===== src/rtl/bmain_pkg.sv =====
// Shared types and constants for the main-bus arbiter.
package bmain_pkg;

    typedef enum logic [1:0] {
        IDLE  = 2'd0,
        CMD   = 2'd1,
        WDATA = 2'd2,
        RDATA = 2'd3
    } bmain_arb_state_t;

    localparam int   BMAIN_BEATS     = 4;
    localparam logic BMAIN_CMD_READ  = 1'b1;
    localparam logic BMAIN_CMD_WRITE = 1'b0;

endpackage


===== src/rtl/bmain_arb_if.sv =====
// Bus bundle between the refill/writeback requesters, the arbiter and the
// DRAM controller. The slave view belongs to the arbiter; the master view
// belongs to whatever drives the requesters and the controller.
interface bmain_arb_if #(parameter int NM = 2);

    // requester side
    logic [NM-1:0]        m_cvalid;
    logic [NM-1:0]        arb_cready;
    logic [NM-1:0]        m_cmd;
    logic [NM-1:0][27:2]  m_addr;
    logic [NM-1:0]        m_wvalid;
    logic [NM-1:0]        arb_wready;
    logic [NM-1:0]        m_wlast;
    logic [NM-1:0][31:0]  m_wdata;
    logic [NM-1:0][3:0]   m_wmask;
    logic [NM-1:0]        arb_rvalid;
    logic [NM-1:0]        m_rready;
    logic [NM-1:0]        arb_rlast;
    logic [31:0]          arb_rdata;

    // controller side
    logic                 bmain_cvalid_dctl;
    logic                 dctl_cready;
    logic                 bmain_cmd;
    logic [27:2]          bmain_addr;
    logic                 bmain_wvalid_dctl;
    logic                 dctl_wready;
    logic                 bmain_wlast;
    logic [31:0]          bmain_wdata;
    logic [3:0]           bmain_wmask;
    logic                 dctl_rvalid;
    logic                 bmain_rready_dctl;
    logic                 dctl_rlast;
    logic [31:0]          dctl_rdata;
    logic                 dctl_error;

    // status
    logic                 arb_error;
    logic [NM-1:0]        arb_grant;

    modport slave (
        input  m_cvalid, m_cmd, m_addr, m_wvalid, m_wlast, m_wdata, m_wmask, m_rready,
        input  dctl_cready, dctl_wready, dctl_rvalid, dctl_rlast, dctl_rdata, dctl_error,
        output arb_cready, arb_wready, arb_rvalid, arb_rlast, arb_rdata,
        output bmain_cvalid_dctl, bmain_cmd, bmain_addr, bmain_wvalid_dctl, bmain_wlast,
        output bmain_wdata, bmain_wmask, bmain_rready_dctl, arb_error, arb_grant
    );

    modport master (
        output m_cvalid, m_cmd, m_addr, m_wvalid, m_wlast, m_wdata, m_wmask, m_rready,
        output dctl_cready, dctl_wready, dctl_rvalid, dctl_rlast, dctl_rdata, dctl_error,
        input  arb_cready, arb_wready, arb_rvalid, arb_rlast, arb_rdata,
        input  bmain_cvalid_dctl, bmain_cmd, bmain_addr, bmain_wvalid_dctl, bmain_wlast,
        input  bmain_wdata, bmain_wmask, bmain_rready_dctl, arb_error, arb_grant
    );

endinterface


===== src/rtl/bmain_arb_rr_pick.sv =====
// Combinational round-robin selector: first asserted request at or after
// ptr, wrapping modulo NM. Returns one-hot grant, its index and a found flag.
module rr_pick #(
    parameter int NM = 2,
    parameter int IW = 1
) (
    input  logic [NM-1:0] req,
    input  logic [IW-1:0] ptr,
    output logic [NM-1:0] gnt,
    output logic [IW-1:0] idx,
    output logic          found
);

    // Scan from ptr upwards and latch onto the first requester seen
    always_comb begin
        int cand;
        cand  = 0;
        gnt   = '0;
        idx   = '0;
        found = 1'b0;
        for (int k = 0; k < NM; k++) begin
            cand = ((int'(ptr) + k) >= NM) ? (int'(ptr) + k - NM) : (int'(ptr) + k);
            if (!found && req[cand]) begin
                gnt[cand] = 1'b1;
                idx       = IW'(cand);
                found     = 1'b1;
            end else begin
                found = found;
            end
        end
    end

endmodule


===== src/rtl/bmain_arb.sv =====
// Main-bus arbiter: shares one DRAM controller port between NM requesters,
// one whole 4-beat burst at a time, round-robin, with framing checks.
module bmain_arb
    import bmain_pkg::*;
#(
    parameter int NM    = 2,
    parameter int BEATS = BMAIN_BEATS
) (
    input  logic        clk_core,
    input  logic        reset,
    bmain_arb_if.slave  bus
);

    localparam int IW = (NM > 1) ? $clog2(NM) : 1;
    localparam int CW = (BEATS > 1) ? $clog2(BEATS) : 1;

    bmain_arb_state_t state_q, state_d;
    logic [NM-1:0]    grant_q, grant_d;
    logic [IW-1:0]    gidx_q, gidx_d;
    logic [IW-1:0]    rr_ptr_q, rr_ptr_d;
    logic [CW-1:0]    beat_cnt_q, beat_cnt_d;
    logic             error_q, error_d;

    logic [NM-1:0]    pick_gnt;
    logic [IW-1:0]    pick_idx;
    logic             pick_found;
    logic             last_beat_s;
    logic             beat_s;
    logic [IW-1:0]    next_ptr_s;

    rr_pick #(.NM(NM), .IW(IW)) u_pick (
        .req   (bus.m_cvalid),
        .ptr   (rr_ptr_q),
        .gnt   (pick_gnt),
        .idx   (pick_idx),
        .found (pick_found)
    );

    assign last_beat_s   = (beat_cnt_q == CW'(BEATS - 1));
    assign next_ptr_s    = (gidx_q == IW'(NM - 1)) ? IW'(0) : (gidx_q + IW'(1));
    assign bus.arb_rdata = bus.dctl_rdata;
    assign bus.arb_error = error_q;
    assign bus.arb_grant = grant_q;

    // Next-state logic and routing of the granted requester's handshakes
    always_comb begin
        state_d    = state_q;
        grant_d    = grant_q;
        gidx_d     = gidx_q;
        rr_ptr_d   = rr_ptr_q;
        beat_cnt_d = beat_cnt_q;
        error_d    = error_q;
        beat_s     = 1'b0;

        bus.arb_cready        = '0;
        bus.arb_wready        = '0;
        bus.arb_rvalid        = '0;
        bus.arb_rlast         = '0;
        bus.bmain_cvalid_dctl = 1'b0;
        bus.bmain_cmd         = 1'b0;
        bus.bmain_addr        = '0;
        bus.bmain_wvalid_dctl = 1'b0;
        bus.bmain_wlast       = 1'b0;
        bus.bmain_wdata       = 32'h0000_0000;
        bus.bmain_wmask       = 4'h0;
        bus.bmain_rready_dctl = 1'b0;

        case (state_q)
            IDLE: begin
                // grant is registered here; the command only passes next cycle
                if (pick_found) begin
                    grant_d = pick_gnt;
                    gidx_d  = pick_idx;
                    state_d = CMD;
                end else begin
                    state_d = IDLE;
                end
            end
            CMD: begin
                bus.bmain_cvalid_dctl      = bus.m_cvalid[gidx_q];
                bus.bmain_cmd              = bus.m_cmd[gidx_q];
                bus.bmain_addr             = bus.m_addr[gidx_q];
                bus.arb_cready[gidx_q]     = bus.dctl_cready;
                if (!bus.m_cvalid[gidx_q]) begin
                    // requester withdrew its command before it was taken
                    error_d = 1'b1;
                    grant_d = '0;
                    state_d = IDLE;
                end else if (bus.dctl_cready) begin
                    beat_cnt_d = '0;
                    state_d    = (bus.m_cmd[gidx_q] == BMAIN_CMD_READ) ? RDATA : WDATA;
                end else begin
                    state_d = CMD;
                end
            end
            WDATA: begin
                bus.bmain_wvalid_dctl  = bus.m_wvalid[gidx_q];
                bus.bmain_wlast        = bus.m_wlast[gidx_q];
                bus.bmain_wdata        = bus.m_wdata[gidx_q];
                bus.bmain_wmask        = bus.m_wmask[gidx_q];
                bus.arb_wready[gidx_q] = bus.dctl_wready;
                beat_s = bus.m_wvalid[gidx_q] & bus.dctl_wready;
                if (beat_s) begin
                    beat_cnt_d = beat_cnt_q + CW'(1);
                    if (bus.m_wlast[gidx_q] != last_beat_s) begin
                        error_d = 1'b1;
                    end else begin
                        error_d = error_q;
                    end
                    // the beat counter, not wlast, decides where the burst ends
                    if (last_beat_s) begin
                        state_d  = IDLE;
                        grant_d  = '0;
                        rr_ptr_d = next_ptr_s;
                    end else begin
                        state_d = WDATA;
                    end
                end else begin
                    state_d = WDATA;
                end
            end
            RDATA: begin
                bus.arb_rvalid[gidx_q] = bus.dctl_rvalid;
                bus.arb_rlast[gidx_q]  = bus.dctl_rlast;
                bus.bmain_rready_dctl  = bus.m_rready[gidx_q];
                beat_s = bus.dctl_rvalid & bus.m_rready[gidx_q];
                if (beat_s) begin
                    beat_cnt_d = beat_cnt_q + CW'(1);
                    if (bus.dctl_rlast != last_beat_s) begin
                        error_d = 1'b1;
                    end else begin
                        error_d = error_q;
                    end
                    if (last_beat_s) begin
                        state_d  = IDLE;
                        grant_d  = '0;
                        rr_ptr_d = next_ptr_s;
                    end else begin
                        state_d = RDATA;
                    end
                end else begin
                    state_d = RDATA;
                end
            end
            default: begin
                state_d = IDLE;
                grant_d = '0;
            end
        endcase

        // controller-reported faults are sticky alongside framing faults
        if (bus.dctl_error) begin
            error_d = 1'b1;
        end else begin
            error_d = error_d;
        end
    end

    // State and bookkeeping registers with synchronous reset
    always_ff @(posedge clk_core) begin
        if (reset) begin
            state_q    <= IDLE;
            grant_q    <= '0;
            gidx_q     <= '0;
            rr_ptr_q   <= '0;
            beat_cnt_q <= '0;
            error_q    <= 1'b0;
        end else begin
            state_q    <= state_d;
            grant_q    <= grant_d;
            gidx_q     <= gidx_d;
            rr_ptr_q   <= rr_ptr_d;
            beat_cnt_q <= beat_cnt_d;
            error_q    <= error_d;
        end
    end

endmodule


===== src/flat_wrapper.sv =====
// flat-port wrapper written by rule: the top's interface ports become plain ports
module bmain_arb_flat import bmain_pkg::*;
#(
    parameter int NM    = 2,
    parameter int BEATS = BMAIN_BEATS
)
  (clk_core, reset, bus_m_cvalid, bus_m_cmd, bus_m_addr, bus_m_wvalid, bus_m_wlast, bus_m_wdata, bus_m_wmask, bus_m_rready, bus_dctl_cready, bus_dctl_wready, bus_dctl_rvalid, bus_dctl_rlast, bus_dctl_rdata, bus_dctl_error, bus_arb_cready, bus_arb_wready, bus_arb_rvalid, bus_arb_rlast, bus_arb_rdata, bus_bmain_cvalid_dctl, bus_bmain_cmd, bus_bmain_addr, bus_bmain_wvalid_dctl, bus_bmain_wlast, bus_bmain_wdata, bus_bmain_wmask, bus_bmain_rready_dctl, bus_arb_error, bus_arb_grant);
  bmain_arb_if #(.NM(NM)) bus_i ();
  input  logic clk_core;
  input  logic reset;
  input wire logic [$bits(bus_i.m_cvalid)-1:0] bus_m_cvalid;
  input wire logic [$bits(bus_i.m_cmd)-1:0] bus_m_cmd;
  input wire logic [$bits(bus_i.m_addr)-1:0] bus_m_addr;
  input wire logic [$bits(bus_i.m_wvalid)-1:0] bus_m_wvalid;
  input wire logic [$bits(bus_i.m_wlast)-1:0] bus_m_wlast;
  input wire logic [$bits(bus_i.m_wdata)-1:0] bus_m_wdata;
  input wire logic [$bits(bus_i.m_wmask)-1:0] bus_m_wmask;
  input wire logic [$bits(bus_i.m_rready)-1:0] bus_m_rready;
  input wire logic [$bits(bus_i.dctl_cready)-1:0] bus_dctl_cready;
  input wire logic [$bits(bus_i.dctl_wready)-1:0] bus_dctl_wready;
  input wire logic [$bits(bus_i.dctl_rvalid)-1:0] bus_dctl_rvalid;
  input wire logic [$bits(bus_i.dctl_rlast)-1:0] bus_dctl_rlast;
  input wire logic [$bits(bus_i.dctl_rdata)-1:0] bus_dctl_rdata;
  input wire logic [$bits(bus_i.dctl_error)-1:0] bus_dctl_error;
  output wire logic [$bits(bus_i.arb_cready)-1:0] bus_arb_cready;
  output wire logic [$bits(bus_i.arb_wready)-1:0] bus_arb_wready;
  output wire logic [$bits(bus_i.arb_rvalid)-1:0] bus_arb_rvalid;
  output wire logic [$bits(bus_i.arb_rlast)-1:0] bus_arb_rlast;
  output wire logic [$bits(bus_i.arb_rdata)-1:0] bus_arb_rdata;
  output wire logic [$bits(bus_i.bmain_cvalid_dctl)-1:0] bus_bmain_cvalid_dctl;
  output wire logic [$bits(bus_i.bmain_cmd)-1:0] bus_bmain_cmd;
  output wire logic [$bits(bus_i.bmain_addr)-1:0] bus_bmain_addr;
  output wire logic [$bits(bus_i.bmain_wvalid_dctl)-1:0] bus_bmain_wvalid_dctl;
  output wire logic [$bits(bus_i.bmain_wlast)-1:0] bus_bmain_wlast;
  output wire logic [$bits(bus_i.bmain_wdata)-1:0] bus_bmain_wdata;
  output wire logic [$bits(bus_i.bmain_wmask)-1:0] bus_bmain_wmask;
  output wire logic [$bits(bus_i.bmain_rready_dctl)-1:0] bus_bmain_rready_dctl;
  output wire logic [$bits(bus_i.arb_error)-1:0] bus_arb_error;
  output wire logic [$bits(bus_i.arb_grant)-1:0] bus_arb_grant;
  assign bus_i.m_cvalid = bus_m_cvalid;
  assign bus_i.m_cmd = bus_m_cmd;
  assign bus_i.m_addr = bus_m_addr;
  assign bus_i.m_wvalid = bus_m_wvalid;
  assign bus_i.m_wlast = bus_m_wlast;
  assign bus_i.m_wdata = bus_m_wdata;
  assign bus_i.m_wmask = bus_m_wmask;
  assign bus_i.m_rready = bus_m_rready;
  assign bus_i.dctl_cready = bus_dctl_cready;
  assign bus_i.dctl_wready = bus_dctl_wready;
  assign bus_i.dctl_rvalid = bus_dctl_rvalid;
  assign bus_i.dctl_rlast = bus_dctl_rlast;
  assign bus_i.dctl_rdata = bus_dctl_rdata;
  assign bus_i.dctl_error = bus_dctl_error;
  assign bus_arb_cready = bus_i.arb_cready;
  assign bus_arb_wready = bus_i.arb_wready;
  assign bus_arb_rvalid = bus_i.arb_rvalid;
  assign bus_arb_rlast = bus_i.arb_rlast;
  assign bus_arb_rdata = bus_i.arb_rdata;
  assign bus_bmain_cvalid_dctl = bus_i.bmain_cvalid_dctl;
  assign bus_bmain_cmd = bus_i.bmain_cmd;
  assign bus_bmain_addr = bus_i.bmain_addr;
  assign bus_bmain_wvalid_dctl = bus_i.bmain_wvalid_dctl;
  assign bus_bmain_wlast = bus_i.bmain_wlast;
  assign bus_bmain_wdata = bus_i.bmain_wdata;
  assign bus_bmain_wmask = bus_i.bmain_wmask;
  assign bus_bmain_rready_dctl = bus_i.bmain_rready_dctl;
  assign bus_arb_error = bus_i.arb_error;
  assign bus_arb_grant = bus_i.arb_grant;
  bmain_arb #(.NM(NM), .BEATS(BEATS)) u_core (.clk_core(clk_core), .reset(reset), .bus(bus_i));
endmodule

===== config.mk =====
export PLATFORM = sky130hd
export DESIGN_NAME = bmain_arb_flat
export DESIGN_NICKNAME = d
export VERILOG_FILES = /design/src/rtl/bmain_pkg.sv /design/src/rtl/bmain_arb_if.sv /design/src/rtl/bmain_arb_rr_pick.sv /design/src/rtl/bmain_arb.sv /design/src/flat_wrapper.sv
export SDC_FILE = /design/constraint.sdc
export NUM_CORES = 1
export LEC_CHECK = 0
export BUFFER_PORTS_ARGS = -buffer_cell sky130_fd_sc_hd__buf_2
export CORE_AREA = 8 8 103 105
export DETAILED_ROUTE_END_ITERATION = 7
export DIE_AREA = 0 0 111 113
export GPL_ROUTABILITY_DRIVEN = 0
export REMOVE_ABC_BUFFERS = 1
export SLEW_MARGIN = 40
export SYNTH_ARGS = -nofsm -noshare
export SYNTH_HDL_FRONTEND = slang
export SYNTH_SLANG_ARGS = --single-unit

===== constraint.sdc =====
create_clock -name clk_core -period 1.6 [get_ports clk_core]
set_input_delay 0 -clock clk_core [delete_from_list [all_inputs] [get_ports clk_core]]
set_output_delay 0 -clock clk_core [all_outputs]
set_load 0.02 [all_outputs]

==> results.py <==
metrics = {
    "yosys": {
        "ys_types": 38,
        "synthMostInstantiatedCell": "nor2_1",
        "ys_seq_elements": 9,
        "synth_cells": 260,
        "synth_common_cells": "75 x nor2_1, 66 x mux2i_1, 34 x buf_4",
        "ys_top_cells_by_area": "mux2i_1 36%, nor2_1 15%, buf_4 14%",
        "avgSynthCellArea_sq_um": 7.14,
        "ys_async_sr_fraction_pct": 0,
        "synth_top_area_share_pct": 35.6,
        "yosysTopAreaCell": "mux2i_1",
        "syn_area_sq_um": 1860,
        "ys_seq_area_share_pct": 9.71,
        "synth_edf_count": 0,
        "ys_warn_count": 0,
        "synthFlopType": "dfxtp_1",
    },
    "cts": {
        "clk_pin_slew_ps": 50,
        "cts.sinks": 9,
        "cts_root_buf": "clkbuf_8",
        "htreeDepth": 1,
        "cts_buffer_depth": 2,
        "cts_buffers": 3,
        "cts_hold_buf": 0,
        "cts_tree": "built",
        "post_cts_buffers": 0,
        "insertion_delay_ps": 250,
    },
    "worst_setup_path": {
        "crit_arrival_ps": 1630,
        "r2r-start": "u_core.gidx_q",
        "rrSetupSlack_ps": 80,
        "critical_path.startpoint_type": "flop",
        "r2r.worst_path.cells": 4,
        "worstSetupPathType": "reg2reg",
        "cp-startpoint": "u_core.gidx_q",
        "cp-endpoint": "u_core.bus.arb_error",
        "cp.required_ps": 1710,
        "cp-end-kind": "flop",
        "crit_fanout": 14,
        "r2r_end": "u_core.bus.arb_error",
    },
    "die": {
        "core_area_sq_um": 8980,
        "initial_utilization_pct": 20.7,
        "io_pins": 283,
        "die_w_um": 111,
        "rows": 35,
        "dieArea_sq_um": 12500,
        "die_h_um": 113,
    },
    "timing": {
        "fin_crit_sh_pct": 95.0,
        "max_slew_margin_pct": 76.4,
        "rsz0062_at_grt": "no",
        "layout_min_cycle_time_ps": 1520,
        "fin_ws_ps": 80.5,
        "setup_viol": 0,
        "fmax_mhz": 658,
        "final.setup_skew_ps": 2.82,
        "hold_viol": 0,
        "worst_pin_slew_ps": 346,
        "final_max_slew_viol_count": 0,
    },
    "detailed_routing": {
        "drt_wl_total_um": 10000,
        "wl_per_cell_um": 18.2,
        "vias": 2441,
        "final_antenna_net_count": 0,
        "drt-pass1-iter-count": 4,
        "drcViolationCount": 0,
        "drtIter0Drc": 123,
        "vias_per_cell": 4.43,
    },
    "flow_run": {
        "cap_violations": 0,
    },
    "final_layout": {
        "fin_area_sq_um": 2960,
        "drive_gt1_share_pct": 54.3,
        "final_nets": 616,
        "fill_cells": 978,
        "final_cells": 551,
        "syn_to_final_growth_pct": 59.3,
        "diodes": 0,
    },
    "placed_design": {
        "hpwl_um": 8660,
        "pre_cts_ws_ps": 64.2,
        "dp_cells": 546,
        "portBuffers": 218,
        "post_dp_cell_area_sq_um": 2830,
    },
    "global_route": {
        "antenna_found_initial": 0,
        "grt_pass1_wl_um": 14300,
        "grt_max_degree": 47,
        "grt_pass1_vias": 2513,
        "overflow": 0,
        "grtUsageTotal_pct": 14.3,
    },
    "pwr": {
        "leakage_uw": 0.00157,
        "power.density_nw_per_um2": 482,
        "ir_drop_uv": 339,
        "finalPower_uw": 1430,
    },
    "status": {
        "outcome": "completed",
    },
    "worst_hold_path": {
        "min_path_type": "in2out",
    },
}
-- repair_timing --
action | in CTS | in global routing
setup endpoints to repair | 27 | 24
hold endpoints to repair | 0 | 0
pin swaps | 0 | 1
cloned | 0 | 1
gates resized for setup | 1 | 10
-- metal layers --
layer / wire length (um) / part of all wire (%) / global-route usage (%) / vias to the layer above
met2: 4960 / 49 / 23.9 / 123
met4: 122 / 1.2 / 2.97 / 0
li1: - / - / - / 1209
met5: 0 / 0 / 0 / -
met3: 1150 / 11 / 7.62 / 12
met1: 3790 / 38 / 15.6 / 1097
-- layout make-up --
| type | count | area [sq um] | share of cell area, % |
|---|---|---|---|
| flip-flops and latches | 9 | 185 | 6.26 |
| repair buffers | 226 | 1210 | 40.9 |
| multi-input cells | 197 | 1360 | 46.1 |
| inverters | 4 | 15.0 | 0.508 |
| clock buffers | 4 | 45.0 | 1.52 |
| well taps | 111 | 139 | 4.70 |
-- flip-flops by register name, summed over array words and instances (netlist names) --
register              count
u_core.bus.arb_grant      2
u_core.rr_ptr_q           1
u_core.bus.arb_error      1
u_core.gidx_q             1
u_core.state_q            2
u_core.beat_cnt_q         2
-- worst min-delay path by stage --
stage | startpoint | endpoint | cells past startpoint
2_1_floorplan | bus_dctl_rdata[0] | bus_arb_rdata[0] | 0
3_3_place_gp | bus_dctl_rdata[10] | bus_arb_rdata[10] | 0
3_5_place_dp | bus_dctl_rdata[10] | bus_arb_rdata[10] | 0
4_1_cts | bus_dctl_rdata[10] | bus_arb_rdata[10] | 0
5_1_grt | bus_dctl_rdata[27] | bus_arb_rdata[27] | 0
6_report | bus_dctl_rdata[10] | bus_arb_rdata[10] | 0
-- report_power, final --
part	switching, uW	total [uW]	internal (uW)	leakage (uW)
logic	472	876	404	0.00147
registers	30.8	270	239	0.0000748
clock network	104	279	175	0.0000228
-- placed cells by master, fill, tap and decap left out, types with 2 or more instances in the layout --
cell	synthesis	layout
nor3_1	3	3
mux2i_4	0	2
and2_1	2	2
o21ai_0	2	2
nand2b_1	6	6
nor2_1	75	75
and3_1	2	2
ha_1	2	2
buf_2	9	218
mux2i_1	66	64
xnor2_1	2	2
nand3_1	4	4
buf_6	1	2
buf_4	34	3
dfxtp_1	9	7
nor2b_1	6	6
inv_1	4	4
nand2_1	5	5
a21oi_1	4	4
clkbuf_8	0	3
-- cells by family (layout without fill, tap and decap cells) --
family,Yosys count,count (layout),share of synthesized area (%)
buffers and inverters,54,234,18.8
multiplexers,67,67,36.3
adder cells (fa/ha/maj),2,2,1.35
flip-flops,9,9,9.71
AO/OA/AOI/OAI,18,18,7.49
XOR/XNOR,2,2,0.944
AND/OR/NAND/NOR,108,108,25.4
-- critical path, stage by stage (launching register included) --
cell and delay, ps:
dfxtp_4 510, mux2i_4 330, nor3_1 80, a2111oi_0 340
a21oi_1 120
-- per-stage QoR --
| stage | util, % | hold slack [ps] | setup TNS, ps |
|---|---|---|---|
| floorplan | - | 0 | -130400 |
| global placement | 31.6 | 0.137 | 0 |
| detailed placement | 31.6 | 0.137 | 0 |
| CTS | 32.1 | 0.137 | 0 |
| global route | 32.9 | 0.123 | 0 |
| finish | 32.9 | 0.0436 | 0 |
Note: power is estimated with default switching activity, not from simulation.
